## src/rtl/glb_ld_addr_gen.sv

```systemverilog
// Load-DMA bank address generator: walks a nested loop of up to LOOP_LEVEL dimensions,
// emitting one byte address per valid/ready handshake, using incremental per-level bases.
module glb_ld_addr_gen #(
  parameter int unsigned LOOP_LEVEL     = 8,
  parameter int unsigned GLB_ADDR_WIDTH = 18,
  parameter int unsigned RANGE_WIDTH    = 17,
  parameter int unsigned DIM_WIDTH      = 4
) (
  input  logic                                 clk,
  input  logic                                 reset,
  input  logic [DIM_WIDTH-1:0]                 cfg_dim,
  input  logic [GLB_ADDR_WIDTH-1:0]            cfg_start_addr,
  input  logic [LOOP_LEVEL*RANGE_WIDTH-1:0]    cfg_range,
  input  logic [LOOP_LEVEL*GLB_ADDR_WIDTH-1:0] cfg_stride,
  input  logic                                 start,
  output logic                                 addr_valid,
  input  logic                                 addr_ready,
  output logic [GLB_ADDR_WIDTH-1:0]            addr,
  output logic                                 addr_last,
  output logic                                 busy,
  output logic                                 done
);

  typedef enum logic {ST_IDLE, ST_RUN} state_t;

  localparam logic [RANGE_WIDTH-1:0] RANGE_ONE = RANGE_WIDTH'(1);

  state_t r_state, w_state_nxt;

  logic [LOOP_LEVEL-1:0]     r_act, w_act_cfg;
  logic [RANGE_WIDTH-1:0]    r_rm1 [LOOP_LEVEL];
  logic [RANGE_WIDTH-1:0]    w_rm1_cfg [LOOP_LEVEL];
  logic [GLB_ADDR_WIDTH-1:0] r_stride [LOOP_LEVEL];
  logic [RANGE_WIDTH-1:0]    r_i [LOOP_LEVEL];
  logic [RANGE_WIDTH-1:0]    w_i_nxt [LOOP_LEVEL];
  logic [GLB_ADDR_WIDTH-1:0] r_base [LOOP_LEVEL];
  logic [GLB_ADDR_WIDTH-1:0] w_base_nxt [LOOP_LEVEL];
  logic [GLB_ADDR_WIDTH-1:0] w_new_base;
  logic [LOOP_LEVEL-1:0]     w_touched;
  logic                      r_valid, r_last, r_done;
  logic                      w_last_nxt, w_start_last;
  logic                      w_launch, w_fire;
  int unsigned               w_dim_eff;

  assign w_launch = (r_state == ST_IDLE) && start;
  assign w_fire   = r_valid && addr_ready;

  // Configuration decode: clamp dimension count, normalise range 0 to 1 (stored as range-1)
  always_comb begin
    w_dim_eff = 32'(cfg_dim);
    if (w_dim_eff == 0)
      w_dim_eff = 1;
    else if (w_dim_eff > LOOP_LEVEL)
      w_dim_eff = LOOP_LEVEL;
    w_start_last = 1'b1;
    for (int unsigned k = 0; k < LOOP_LEVEL; k++) begin
      w_act_cfg[k] = (k < w_dim_eff);
      if (cfg_range[k*RANGE_WIDTH +: RANGE_WIDTH] == '0)
        w_rm1_cfg[k] = '0;
      else
        w_rm1_cfg[k] = cfg_range[k*RANGE_WIDTH +: RANGE_WIDTH] - RANGE_ONE;
      if (w_act_cfg[k] && (w_rm1_cfg[k] != '0))
        w_start_last = 1'b0;
    end
  end

  // r_base[k] = start + sum_{j>=k} i[j]*stride[j]; the level that absorbs the carry
  // advances its base, and every level below it restarts from that new base.
  always_comb begin
    logic carry;
    carry      = 1'b1;
    w_new_base = r_base[0];
    for (int unsigned k = 0; k < LOOP_LEVEL; k++) begin
      w_i_nxt[k]   = r_i[k];
      w_touched[k] = r_act[k] && carry;
      if (r_act[k] && carry) begin
        if (r_i[k] == r_rm1[k]) begin
          w_i_nxt[k] = '0;
        end else begin
          w_i_nxt[k] = r_i[k] + RANGE_ONE;
          w_new_base = r_base[k] + r_stride[k];
          carry      = 1'b0;
        end
      end
    end
    w_last_nxt = 1'b1;
    for (int unsigned k = 0; k < LOOP_LEVEL; k++) begin
      w_base_nxt[k] = w_touched[k] ? w_new_base : r_base[k];
      if (r_act[k] && (w_i_nxt[k] != r_rm1[k]))
        w_last_nxt = 1'b0;
    end
  end

  always_ff @(posedge clk) begin
    if (reset)
      r_state <= ST_IDLE;
    else
      r_state <= w_state_nxt;
  end

  always_comb begin
    w_state_nxt = r_state;
    case (r_state)
      ST_IDLE: if (start) w_state_nxt = ST_RUN;
      ST_RUN:  if (w_fire && r_last) w_state_nxt = ST_IDLE;
      default: w_state_nxt = ST_IDLE;
    endcase
  end

  always_ff @(posedge clk) begin
    if (reset) begin
      r_valid <= 1'b0;
      r_last  <= 1'b0;
      r_done  <= 1'b0;
      r_act   <= '0;
      for (int unsigned k = 0; k < LOOP_LEVEL; k++) begin
        r_rm1[k]    <= '0;
        r_stride[k] <= '0;
        r_i[k]      <= '0;
        r_base[k]   <= '0;
      end
    end else if (w_launch) begin
      r_valid <= 1'b1;
      r_last  <= w_start_last;
      r_done  <= 1'b0;
      r_act   <= w_act_cfg;
      for (int unsigned k = 0; k < LOOP_LEVEL; k++) begin
        r_rm1[k]    <= w_rm1_cfg[k];
        r_stride[k] <= cfg_stride[k*GLB_ADDR_WIDTH +: GLB_ADDR_WIDTH];
        r_i[k]      <= '0;
        r_base[k]   <= cfg_start_addr;
      end
    end else if (w_fire) begin
      if (r_last) begin
        r_valid <= 1'b0;
        r_done  <= 1'b1;
      end else begin
        r_last <= w_last_nxt;
        r_done <= 1'b0;
        for (int unsigned k = 0; k < LOOP_LEVEL; k++) begin
          r_i[k]    <= w_i_nxt[k];
          r_base[k] <= w_base_nxt[k];
        end
      end
    end else begin
      r_done <= 1'b0;
    end
  end

  assign addr_valid = r_valid;
  assign addr       = r_base[0];
  assign addr_last  = r_last;
  assign busy       = (r_state == ST_RUN);
  assign done       = r_done;

endmodule

```

## config.mk

```make
export PLATFORM = sky130hd
export DESIGN_NAME = glb_ld_addr_gen
export DESIGN_NICKNAME = d
export VERILOG_FILES = /design/src/rtl/glb_ld_addr_gen.sv
export SDC_FILE = /design/constraint.sdc
export NUM_CORES = 2
export LEC_CHECK = 0
export BUFFER_PORTS_ARGS = -buffer_cell sky130_fd_sc_hd__buf_2
export CORE_MARGIN = 4
export CORE_UTILIZATION = 53
export CTS_BUF_LIST = sky130_fd_sc_hd__clkbuf_8
export DETAILED_ROUTE_END_ITERATION = 10
export PLACE_DENSITY = 0.72
export SKIP_CTS_REPAIR_TIMING = 1
export SLEW_MARGIN = 40
export SYNTH_ARGS = -nofsm -noshare
export SYNTH_HDL_FRONTEND = slang
export SYNTH_SLANG_ARGS = --single-unit
```

## constraint.sdc

```tcl
create_clock -name clk -period 18.3 [get_ports clk]
set_clock_uncertainty 0.05 [all_clocks]
set_input_delay 0.915 -clock clk [delete_from_list [all_inputs] [get_ports clk]]
set_output_delay 0.915 -clock clk [all_outputs]
set_load 0.005 [all_outputs]
```

==> run summary <==
RUN STATUS
------------------------------------------------------------------------------------------
Outcome                                                                       finished, final reports clean

FINAL LAYOUT
------------------------------------------------------------------------------------------
Share of final-layout standard cells stronger than drive strength 1                 13.22%
Number of fill cells                                                                  6511
Number of standard cells in the layout, taps in and fillers out                       5696
Layout-stage area growth over the synthesis result                                  11.40%
Finished layout cell area                                                       45010 um^2
Final nets                                                                            5101
Post-Route Utilization                                                              60.05%

LOGIC SYNTHESIS
------------------------------------------------------------------------------------------
Fraction of synthesis flops using an asynchronous set or reset pin                      0%
Most used flip-flop cell after synthesis                                      sky130_fd_sc_hd__edfxtp_1
Sequential share of the synthesized area                                            41.80%
Cell area after technology mapping                                              40400 um^2
Number of enable flip-flop cells after synthesis                                       543
Adder-cell share of the synthesized area                                            5.129%
Most frequent cells after synthesis                                           sky130_fd_sc_hd__edfxtp_1 (543), sky130_fd_sc_hd__nor2_1 (464), sky130_fd_sc_hd__a21oi_1 (291)
Number of synthesized register bits                                                    572
Cells after Synth                                                                     4390
Main area contributors after synthesis                                        sky130_fd_sc_hd__edfxtp_1 (40%), sky130_fd_sc_hd__xnor2_1 (4.9%), sky130_fd_sc_hd__ha_1 (4.7%)
Cell taking the most area after synthesis                                     sky130_fd_sc_hd__edfxtp_1
Main combinational cell family by area after synthesis                        simple AND/OR/NAND/NOR gates
Number of warning messages in the yosys log                                              0
Total nets after synthesis                                                            4856
Multiplexer share of the synthesized area                                          0.8393%
Post-synth top area share                                                           40.36%
Post-synthesis simple-gate area fraction                                            22.55%
Post-synthesis cell type count                                                          95
Post-Synthesis Mean Instance Area                                               9.203 um^2
Cell with the most instances after synthesis                                  sky130_fd_sc_hd__edfxtp_1
Fraction of synthesized cell area in xor and xnor cells                             9.130%
Compound-gate portion of the synthesized area                                       16.80%

TIMING
------------------------------------------------------------------------------------------
Crit path time final                                                              5.615 ns
Final hold slack                                                                 0.4183 ns
Final worst-path setup slack                                                      12.69 ns
Ratio of final minimum period to clock period                                       30.68%
Actual transition at the worst max-transition pin                                0.9219 ns
Top achievable clock speed                                                       178.1 MHz
Finish-stage setup viols                                                                 0
Final TNS setup                                                                       0 ns
Headroom to the max-slew limit                                                      38.07%
Final max-slew violation count                                                           0
Final hold viol count                                                                    0
Setup repair after global routing missed its margin                                     no

ROUTING
------------------------------------------------------------------------------------------
Post-detailed-route DRC marker count                                                     0
Vias post-DR                                                                         36708
Routed wire length                                                               136700 um
Number of violations reported at the end of detailed-routing iteration 0              4617
Routed via count divided by cell count                                               6.445
Detail-routed net length per standard cell                                        24.00 um
First drt pass iteration count                                                           8
Remaining number of nets flagged by the antenna check after routing                      0

CRITICAL PATH
------------------------------------------------------------------------------------------
CP Data Arrival Time                                                               6.20 ns
Required time worst endpoint                                                      18.89 ns
Cells traversed along the worst timing path                                   xnor2_1 -> nand4_1 -> nor4_2 -> a21bo_2 -> buf_4 -> nand3_1 -> buf_4 -> mux2i_1 -> xor2_1 -> a2111oi_0 -> a41oi_1 -> a211oi_1 -> a31oi_1 -> nor3_2
Critical path capture point type                                                 flip-flop
Worst Setup Start Kind                                                           flip-flop
Crit path max fanout                                                                    49
Critical path's most frequent cell                                            sky130_fd_sc_hd__buf_4
WS Path Type                                                                    reg -> reg
Delay of the slowest cell on the worst path                                        0.81 ns
Library cell contributing the largest single delay on the critical path       sky130_fd_sc_hd__nand3_1

PLACE
------------------------------------------------------------------------------------------
Cell area reported after detailed placement                                     42910 um^2
Count of buffers from port buffering                                                   327
Post-place setup slack                                                            12.67 ns
Placed cell count                                                                     5501
Detailed-placement wirelength estimate                                           100800 um
Placer's final routability congestion estimate                                      0.9634

DIE
------------------------------------------------------------------------------------------
Chip height                                                                       284.1 um
Die boundary width                                                                284.1 um
Standard-cell row count                                                                100
Core footprint                                                                  74950 um^2
Top-level port count                                                                   328
Die area                                                                        80710 um^2
Initial Utilization                                                                 53.90%

CLOCKING
------------------------------------------------------------------------------------------
Clock insertion delay at the later pin of the skew report                          0.74 ns
Total number of H-tree levels                                                            3
TritonCTS clock tree                                                                 built
Max Buffers Root-to-Sink                                                                 3
Clock edge transition at the registers on the reported setup and hold paths        0.06 ns
Number of sinks on the clock net                                                       572
Number of clock buffers inserted by TritonCTS                                          100
Cell at the root of the clock tree                                            sky130_fd_sc_hd__clkbuf_8

JOB
------------------------------------------------------------------------------------------
Max-cap violations                                                                       0

GLOBAL ROUTING
------------------------------------------------------------------------------------------
Via count of the first global-routing pass                                           34075
Wire length of the first global-routing pass                                     204100 um
Aggregate global-route resource usage                                               32.28%
Largest net degree at the start of global routing                                      119
Overall overflow remaining after global route                                            0
Initial antenna violation count                                                         14

POWER AND IR DROP
------------------------------------------------------------------------------------------
Worst vdd ir                                                                  0.00005797 V
Tot Pwr                                                                           3.701 mW
Reported leakage power                                                            17.51 nW
Power Dens Cells                                                              82.22 nW/um^2

MIN PATH
------------------------------------------------------------------------------------------
Worst Hold Class                                                                 in -> reg

path summary, 6_finish.rpt:
kind,from,endpoint,slack [ns],cells past startpoint
setup / recovery,r_i[0][13],addr_last,12.69,14
hold / removal,cfg_stride[126],r_stride[1][54],0.42,2
setup reg to reg,r_i[0][13],addr_last,12.69,14
hold reg to reg,r_act[3],r_act[3],0.49,2
state kept, by name (all words and copies together) (netlist names):
| signal | flops |
|---|---|
| r_base | 144 |
| r_stride | 144 |
| r_i | 136 |
| r_rm1 | 136 |
| r_act | 8 |
| addr_last | 1 |
| addr_valid | 1 |
| busy | 1 |
| done | 1 |
layout by cell type (no fill, tap or decap), drive strengths merged, types with 113 or more instances in the layout:
master	n
nor3	155
nand2	274
clkbuf	113
edfxtp	543
o21ai	277
xor2	186
and3	178
inv	172
a21oi	291
ha	152
nand3	168
buf	384
nor2	464
xnor2	230
layer usage:
metal / track usage, % / part of all wire (%)
met3: 6.755 / 11
met5: 0 / 0.034
met2: 49.08 / 44
met4: 10.20 / 3.4
met1: 46.45 / 42
cells by family after synthesis:
kind of cell               Yosys count
and+or+nand+nor                   1765
AOI/OAI and AO/OA                 1061
buffers and inverters              381
DFF                                572
adders and majority gates          161
xor gates and xnor gates           417
muxes                               33
cell type report:
type / instances / area (um^2) / area share [%]
multi-input cells: 3437 / 22230 / 49.40
flip-flops and latches: 572 / 16890 / 37.52
repair buffers: 384 / 2091 / 4.646
clock buffers: 113 / 1555 / 3.456
well taps: 969 / 1212 / 2.694
inverters: 140 / 540.5 / 1.201
clock inverters: 74 / 469.2 / 1.043
diodes: 7 / 17.52 / 0.03892
worst max-delay path, delay by kind of cell, from the launching register on:
kind	cells	cell delay [ns]
AO/OA/AOI/OAI	5	1.71
XOR/XNOR	2	0.27
buffers and inverters	2	0.99
flip-flops	1	0.52
multiplexers	1	0.19
AND/OR/NAND/NOR	4	1.71
power by group:
| part | switching, mW | internal (mW) | total, mW |
|---|---|---|---|
| Combinational | 0.502 | 0.304 | 0.806 |
| Clock | 0.588 | 0.617 | 1.21 |
| Sequential | 0.125 | 1.56 | 1.69 |
No activity file was read; power rests on OpenSTA's default activity.
